[src/rtl/m_unit_pkg.sv]
// Shared types and constants for the RV32M multiply/divide unit.
package m_unit_pkg;

  localparam int DATA_W = 32;

  typedef enum logic [1:0] {
    ST_IDLE,
    ST_MUL,
    ST_DIV,
    ST_DONE
  } state_t;

  localparam logic [2:0] F3_MUL    = 3'd0;
  localparam logic [2:0] F3_MULH   = 3'd1;
  localparam logic [2:0] F3_MULHSU = 3'd2;
  localparam logic [2:0] F3_MULHU  = 3'd3;
  localparam logic [2:0] F3_DIV    = 3'd4;
  localparam logic [2:0] F3_DIVU   = 3'd5;
  localparam logic [2:0] F3_REM    = 3'd6;
  localparam logic [2:0] F3_REMU   = 3'd7;

  localparam int DIV_ITER = 32;
  localparam logic [DATA_W-1:0] DIV_BY_ZERO_Q = 32'hFFFF_FFFF;

endpackage

[src/rtl/m_unit_radix2_divider.sv]
// Unsigned radix-2 restoring divider: one quotient bit per cycle after start.
module radix2_divider
  import m_unit_pkg::*;
(
  input  logic              clk,
  input  logic              rst_n,
  input  logic              start,
  input  logic [DATA_W-1:0] dividend,
  input  logic [DATA_W-1:0] divisor,
  output logic              done,
  output logic [DATA_W-1:0] quotient,
  output logic [DATA_W-1:0] remainder
);

  logic [4:0]        cnt_p1;
  logic              active_p1;
  logic [DATA_W-1:0] rem_p1;
  logic [DATA_W-1:0] quo_p1;
  logic [DATA_W-1:0] dvsr_p1;
  logic [DATA_W:0]   trial;
  logic [DATA_W:0]   diff;

  // Bit DATA_W of diff is the borrow: set when the shifted remainder is below the divisor.
  always_comb begin
    trial = {rem_p1, quo_p1[DATA_W-1]};
    diff  = trial - {1'b0, dvsr_p1};
  end

  // Iteration stage: dividend bits shift out of quo_p1 as quotient bits shift in.
  always_ff @(posedge clk or negedge rst_n) begin
    if (!rst_n) begin
      cnt_p1    <= '0;
      active_p1 <= 1'b0;
      done      <= 1'b0;
      rem_p1    <= '0;
      quo_p1    <= '0;
      dvsr_p1   <= '0;
    end else begin
      done <= 1'b0;
      if (start) begin
        cnt_p1    <= '0;
        active_p1 <= 1'b1;
        rem_p1    <= '0;
        quo_p1    <= dividend;
        dvsr_p1   <= divisor;
      end else if (active_p1) begin
        quo_p1 <= {quo_p1[DATA_W-2:0], ~diff[DATA_W]};
        rem_p1 <= diff[DATA_W] ? trial[DATA_W-1:0] : diff[DATA_W-1:0];
        cnt_p1 <= cnt_p1 + 5'd1;
        if (cnt_p1 == 5'(DIV_ITER - 1)) begin
          active_p1 <= 1'b0;
          done      <= 1'b1;
        end
      end
    end
  end

  assign quotient  = quo_p1;
  assign remainder = rem_p1;

endmodule

[src/rtl/m_unit.sv]
// RV32M execute-stage multiply/divide unit: 2-cycle multiply, 34-cycle iterative divide.
module m_unit
  import m_unit_pkg::*;
(
  input  logic              clk,
  input  logic              rst_n,
  input  logic              m_start,
  input  logic              pipeline_flush,
  input  logic [2:0]        func3,
  input  logic [DATA_W-1:0] op1,
  input  logic [DATA_W-1:0] op2,
  input  logic [4:0]        rd,
  input  logic              wb_en,
  output logic              m_unit_busy,
  output logic              m_unit_ready,
  output logic [DATA_W-1:0] m_unit_result,
  output logic              m_unit_wr,
  output logic [4:0]        m_unit_dest
);

  function automatic logic [DATA_W-1:0] cond_neg(input logic [DATA_W-1:0] v, input logic neg);
    return neg ? (~v + 1'b1) : v;
  endfunction

  state_t            state, state_nx;
  logic              accept;
  logic              sdiv_in, dz_in, ovf_in, div_start;
  logic [2:0]        f3_p1;
  logic [DATA_W-1:0] op1_p1, op2_p1, res_p1;
  logic [4:0]        rd_p1;
  logic              wb_p1, dz_p1, ovf_p1, sdiv_p1;
  logic              div_done;
  logic [DATA_W-1:0] div_quo, div_rem;
  logic signed [DATA_W:0]     a33, b33;
  logic signed [2*DATA_W-1:0] prod;
  logic [DATA_W-1:0] mul_res, div_q, div_r, div_res;

  assign accept    = (state == ST_IDLE) && m_start && !pipeline_flush;
  assign sdiv_in   = !func3[0];
  assign dz_in     = (op2 == '0);
  assign ovf_in    = sdiv_in && (op1 == 32'h8000_0000) && (op2 == 32'hFFFF_FFFF);
  assign div_start = accept && func3[2] && !dz_in && !ovf_in;

  radix2_divider u_div (
    .clk       (clk),
    .rst_n     (rst_n),
    .start     (div_start),
    .dividend  (cond_neg(op1, sdiv_in && op1[DATA_W-1])),
    .divisor   (cond_neg(op2, sdiv_in && op2[DATA_W-1])),
    .done      (div_done),
    .quotient  (div_quo),
    .remainder (div_rem)
  );

  // Only MULHU zero-extends op1; only MULH sign-extends op2 (MUL keeps low bits either way).
  always_comb begin
    a33     = {(f3_p1 != F3_MULHU) && op1_p1[DATA_W-1], op1_p1};
    b33     = {(f3_p1 == F3_MULH) && op2_p1[DATA_W-1], op2_p1};
    prod    = 64'(a33) * 64'(b33);
    mul_res = (f3_p1 == F3_MUL) ? prod[DATA_W-1:0] : prod[2*DATA_W-1:DATA_W];
  end

  always_comb begin
    div_q = cond_neg(div_quo, sdiv_p1 && (op1_p1[DATA_W-1] ^ op2_p1[DATA_W-1]));
    div_r = cond_neg(div_rem, sdiv_p1 && op1_p1[DATA_W-1]);
    if (dz_p1)
      div_res = f3_p1[1] ? op1_p1 : DIV_BY_ZERO_Q;
    else if (ovf_p1)
      div_res = f3_p1[1] ? '0 : 32'h8000_0000;
    else
      div_res = f3_p1[1] ? div_r : div_q;
  end

  always_comb begin
    state_nx    = state;
    m_unit_busy = 1'b0;
    case (state)
      ST_IDLE: begin
        if (accept) begin
          m_unit_busy = 1'b1;
          state_nx    = func3[2] ? ST_DIV : ST_MUL;
        end
      end
      ST_MUL: begin
        m_unit_busy = 1'b1;
        state_nx    = ST_DONE;
      end
      ST_DIV: begin
        m_unit_busy = 1'b1;
        if (dz_p1 || ovf_p1 || div_done) state_nx = ST_DONE;
      end
      ST_DONE: state_nx = ST_IDLE;
      default: state_nx = ST_IDLE;
    endcase
  end

  always_ff @(posedge clk or negedge rst_n) begin
    if (!rst_n) state <= ST_IDLE;
    else        state <= state_nx;
  end

  // Accept stage latches the instruction; result stage captures the final value once.
  always_ff @(posedge clk or negedge rst_n) begin
    if (!rst_n) begin
      f3_p1   <= '0;
      op1_p1  <= '0;
      op2_p1  <= '0;
      rd_p1   <= '0;
      wb_p1   <= 1'b0;
      dz_p1   <= 1'b0;
      ovf_p1  <= 1'b0;
      sdiv_p1 <= 1'b0;
      res_p1  <= '0;
    end else begin
      if (accept) begin
        f3_p1   <= func3;
        op1_p1  <= op1;
        op2_p1  <= op2;
        rd_p1   <= rd;
        wb_p1   <= wb_en;
        dz_p1   <= dz_in;
        ovf_p1  <= ovf_in;
        sdiv_p1 <= sdiv_in;
      end
      if (state == ST_MUL)
        res_p1 <= mul_res;
      else if ((state == ST_DIV) && (state_nx == ST_DONE))
        res_p1 <= div_res;
    end
  end

  assign m_unit_ready  = (state == ST_DONE);
  assign m_unit_result = m_unit_ready ? res_p1 : '0;
  assign m_unit_dest   = m_unit_ready ? rd_p1 : '0;
  assign m_unit_wr     = m_unit_ready && wb_p1 && (rd_p1 != 5'd0);

endmodule

[config.mk]
export PLATFORM = sky130hd
export DESIGN_NAME = m_unit
export DESIGN_NICKNAME = d
export VERILOG_FILES = /design/src/rtl/m_unit_pkg.sv /design/src/rtl/m_unit_radix2_divider.sv /design/src/rtl/m_unit.sv
export SDC_FILE = /design/constraint.sdc
export NUM_CORES = 2
export LEC_CHECK = 0
export ABC_AREA = 1
export BUFFER_PORTS_ARGS = -buffer_cell sky130_fd_sc_hd__buf_2
export CAP_MARGIN = 20
export CORE_MARGIN = 10
export CORE_UTILIZATION = 34
export DETAILED_ROUTE_END_ITERATION = 7
export PLACE_DENSITY_LB_ADDON = 0.3
export SLEW_MARGIN = 20
export SYNTH_ARGS = -nofsm -noshare
export SYNTH_HDL_FRONTEND = slang
export SYNTH_SLANG_ARGS = --single-unit
[constraint.sdc]
create_clock -name clk -period 8.7 [get_ports clk]
set_input_delay 2.61 -clock clk [delete_from_list [all_inputs] [get_ports clk]]
set_output_delay 2.61 -clock clk [all_outputs]
set_load 0.005 [all_outputs]
==> impl_metrics.env <==
export IMPL_status="complete, no violations"
export IMPL_cts_tree="built"
export IMPL_netlist_area_mm2=0.0558
export IMPL_worstMarginPinSlew_ns=1.14
export IMPL_initial_core_util_pct=34.2
export IMPL_io_buffers=116
export IMPL_critPathRequiredTime_ns=9.19
export IMPL_timing_final_ws_setup_ns=0.351
export IMPL_grt_ovfl_total=0
export IMPL_worstHoldPathType="flip-flop to flip-flop"
export IMPL_yosys_register_bits=213
export IMPL_vias=48300
export IMPL_setup_viol=0
export IMPL_cp_start_kind="flip-flop"
export IMPL_synthToLayoutAreaGrowth_pct=8.15
export IMPL_endpoint_kind="flip-flop"
export IMPL_final_antenna_net_count=0
export IMPL_fillers=17500
export IMPL_rows=148
export IMPL_post_drt_via_cell_ratio=4.98
export IMPL_min_period_ns=8.35
export IMPL_antenna_found_initial=7
export IMPL_die_area_mm2=0.181
export IMPL_pin_count=117
export IMPL_syn_inst=7546
export IMPL_multi_input_area_mm2=0.0418
export IMPL_path_clk_slew_ns=0.06
export IMPL_finalCritPeriodShare_pct=96.0
export IMPL_cts_sinks=213
export IMPL_cts_hold_fix_buffers=0
export IMPL_htree_levels=1
export IMPL_placed_area_mm2=0.0592
export IMPL_final_seq_area_mm2=0.00534
export IMPL_critical_path_class="flip-flop to flip-flop"
export IMPL_yosysSeqAreaShare_pct=9.55
export IMPL_relSlewSlack_pct=24.2
export IMPL_gp_congestion=0.974
export IMPL_nNetsFinal=8965
export IMPL_crit_path_max_incr_delay_ns=0.59
export IMPL_yosysWarnings=0
export IMPL_die_h_um=425
export IMPL_r2r_slack_ns=0.35
export IMPL_wire_per_inst_um=20.3
export IMPL_hold_violations=0
export IMPL_yosys_cell_types_count=49
export IMPL_grt_pass1_vias=50700
export IMPL_grt_max_degree=109
export IMPL_grt_pass1_wl_mm=309
export IMPL_cpMaxStageDelayCell="fa_1"
export IMPL_drive_gt1_share_pct=5.37
export IMPL_clock_path_buffers=3
export IMPL_syn_area_per_cell_um2=7.39
export IMPL_fmax_ghz=0.120
export IMPL_slew_viol_final=0
export IMPL_core_mm2=0.163
export IMPL_first_pass_iters=6
export IMPL_die_x_um=425
export IMPL_synthesis_nets=9005
export IMPL_clock_skew_ns=0.0233
export IMPL_drv_cap=0
export IMPL_crit_arrival_ns=8.84
export IMPL_drc=0
export IMPL_place_hpwl_mm=167
export IMPL_clock_latency_ns=0.62
export IMPL_finalInstanceArea_mm2=0.0603
export IMPL_cts_buffers_inserted=29
export IMPL_wl_mm=197
export IMPL_path_max_fanout=16
export IMPL_cts_root_buffer="clkbuf_16"
export IMPL_drt_iter0_markers=3859
export IMPL_path_common_cell="nand2_1"
export IMPL_final_util_pct=37.0
export IMPL_rsz0062_at_grt="false"
export IMPL_preCtsSetupSlack_ns=0.145
export IMPL_grt_usage_pct=22.0
-- critical path: cells and delay by family, from the launching register on --
kind	cells	cell delay [ns]
AND/OR/NAND/NOR	13	1.62
flip-flops	1	0.58
AO/OA/AOI/OAI	1	0.46
adder cells (fa/ha/maj)	9	4.69
buffers and inverters	7	0.86
-- cells in the final DEF (no fill, tap or decap), types with 41 or more instances in the layout --
master,synthesis,routed
a21oi_1,190,190
buf_2,15,115
buf_4,9,148
dfrtp_1,213,206
fa_1,1126,1126
ha_1,256,255
inv_1,1915,1912
nand2_1,2162,2162
nand3_1,296,295
nand4_1,48,48
nor2_1,377,375
nor3_1,41,41
o21ai_0,243,243
xor2_1,61,61
-- cell type report --
class                      count  area share [%]
multi-input combinational   5049            69.2
inverter                    1928            12.0
sequential                   213            8.85
tap                         2175            4.51
timing repair buffer         285            3.52
clock buffer                  35            1.32
clock inverter                19           0.545
antenna                        5          0.0207
-- routing by layer --
| layer | GRT usage (%) | up-vias | routed length [µm] |
|---|---|---|---|
| li1 | - | 21800 | - |
| met5 | 0 | - | 34 |
| met1 | 30.0 | 24400 | 85400 |
| met2 | 35.6 | 1754 | 89900 |
| met4 | 7.47 | 4 | 8000 |
| met3 | 3.29 | 339 | 14000 |
-- metrics by stage --
stage	hold WS (ns)	instances	TNS, ns
global route	0.517	9707	0
global placement	0.463	9649	-0.0182
finish	0.476	9709	0
floorplan	0.436	7546	0
CTS	0.477	9703	0
detailed placement	0.459	9649	0
-- kinds of logic (layout without fill, tap and decap cells) --
family	count (synthesis)	in the layout	share of synthesized area (%)
AO/OA/AOI/OAI	593	593	5.90
buffers and inverters	2284	2267	15.6
AND/OR/NAND/NOR	2989	2989	21.5
adder cells (fa/ha/maj)	1382	1382	46.1
XOR/XNOR	85	85	1.33
other	0	5	0
flip-flops	213	213	9.55
-- Yosys cell counts, drive strengths merged --
cell type / number / area share (%)
a21boi: 4 / 0.054
a21o: 4 / 0.054
a21oi: 190 / 1.7
a22o: 2 / 0.031
a31oi: 11 / 0.12
and3: 1 / 0.011
and3b: 1 / 0.016
buf: 53 / 0.59
clkbuf: 303 / 2.0
clkinv: 3 / 0.022
dfrtp: 213 / 9.6
fa: 1126 / 40
ha: 256 / 5.7
inv: 1925 / 13
nand2: 2173 / 15
nand3: 299 / 2.7
nand3b: 9 / 0.12
nand4: 48 / 0.54
nor2: 387 / 2.7
nor3: 45 / 0.44
nor4: 13 / 0.15
o2111ai: 1 / 0.016
o211ai: 33 / 0.44
o21a: 5 / 0.067
o21ai: 281 / 2.5
o21bai: 37 / 0.50
o221ai: 18 / 0.28
o22ai: 1 / 0.011
o311ai: 1 / 0.016
o31ai: 5 / 0.067
or2: 12 / 0.13
or3: 1 / 0.011
xnor2: 24 / 0.38
xor2: 61 / 0.96
-- worst paths after layout --
kind | start | endpoint | cells after the start
max in group asynchronous | rst_n | res_p1[18]$_DFFE_PN0P_ | 2
min in group asynchronous | rst_n | u_div.remainder[26]$_DFFE_PN0P_ | 1
min | wb_p1$_DFFE_PN0P_ | wb_p1$_DFFE_PN0P_ | 2
min reg2reg | wb_p1$_DFFE_PN0P_ | wb_p1$_DFFE_PN0P_ | 2
max | op1_p1[23]$_DFFE_PN0P_ | res_p1[0]$_DFFE_PN0P_ | 30
max reg2reg | op1_p1[23]$_DFFE_PN0P_ | res_p1[0]$_DFFE_PN0P_ | 30
-- registers in the layout, summed over array words and instances, names as in the netlist, 5 cells and up --
| register | flops |
|---|---|
| u_div.dvsr_p1 | 32 |
| u_div.cnt_p1 | 5 |
| rd_p1 | 5 |
| u_div.quotient | 32 |
| op1_p1 | 32 |
| op2_p1 | 32 |
| res_p1 | 32 |
| u_div.remainder | 32 |
-- what timing repair did --
| item | 4_1_cts | 5_1_grt |
|---|---|---|
| setup endpoints to repair | 0 | 3 |
| setup buffers | 0 | 1 |
| gates resized for setup | 0 | 7 |
Power is left out: the tool's default activity adds up to more than one toggle a clock period on the data nets, which glitch-free logic cannot reach.
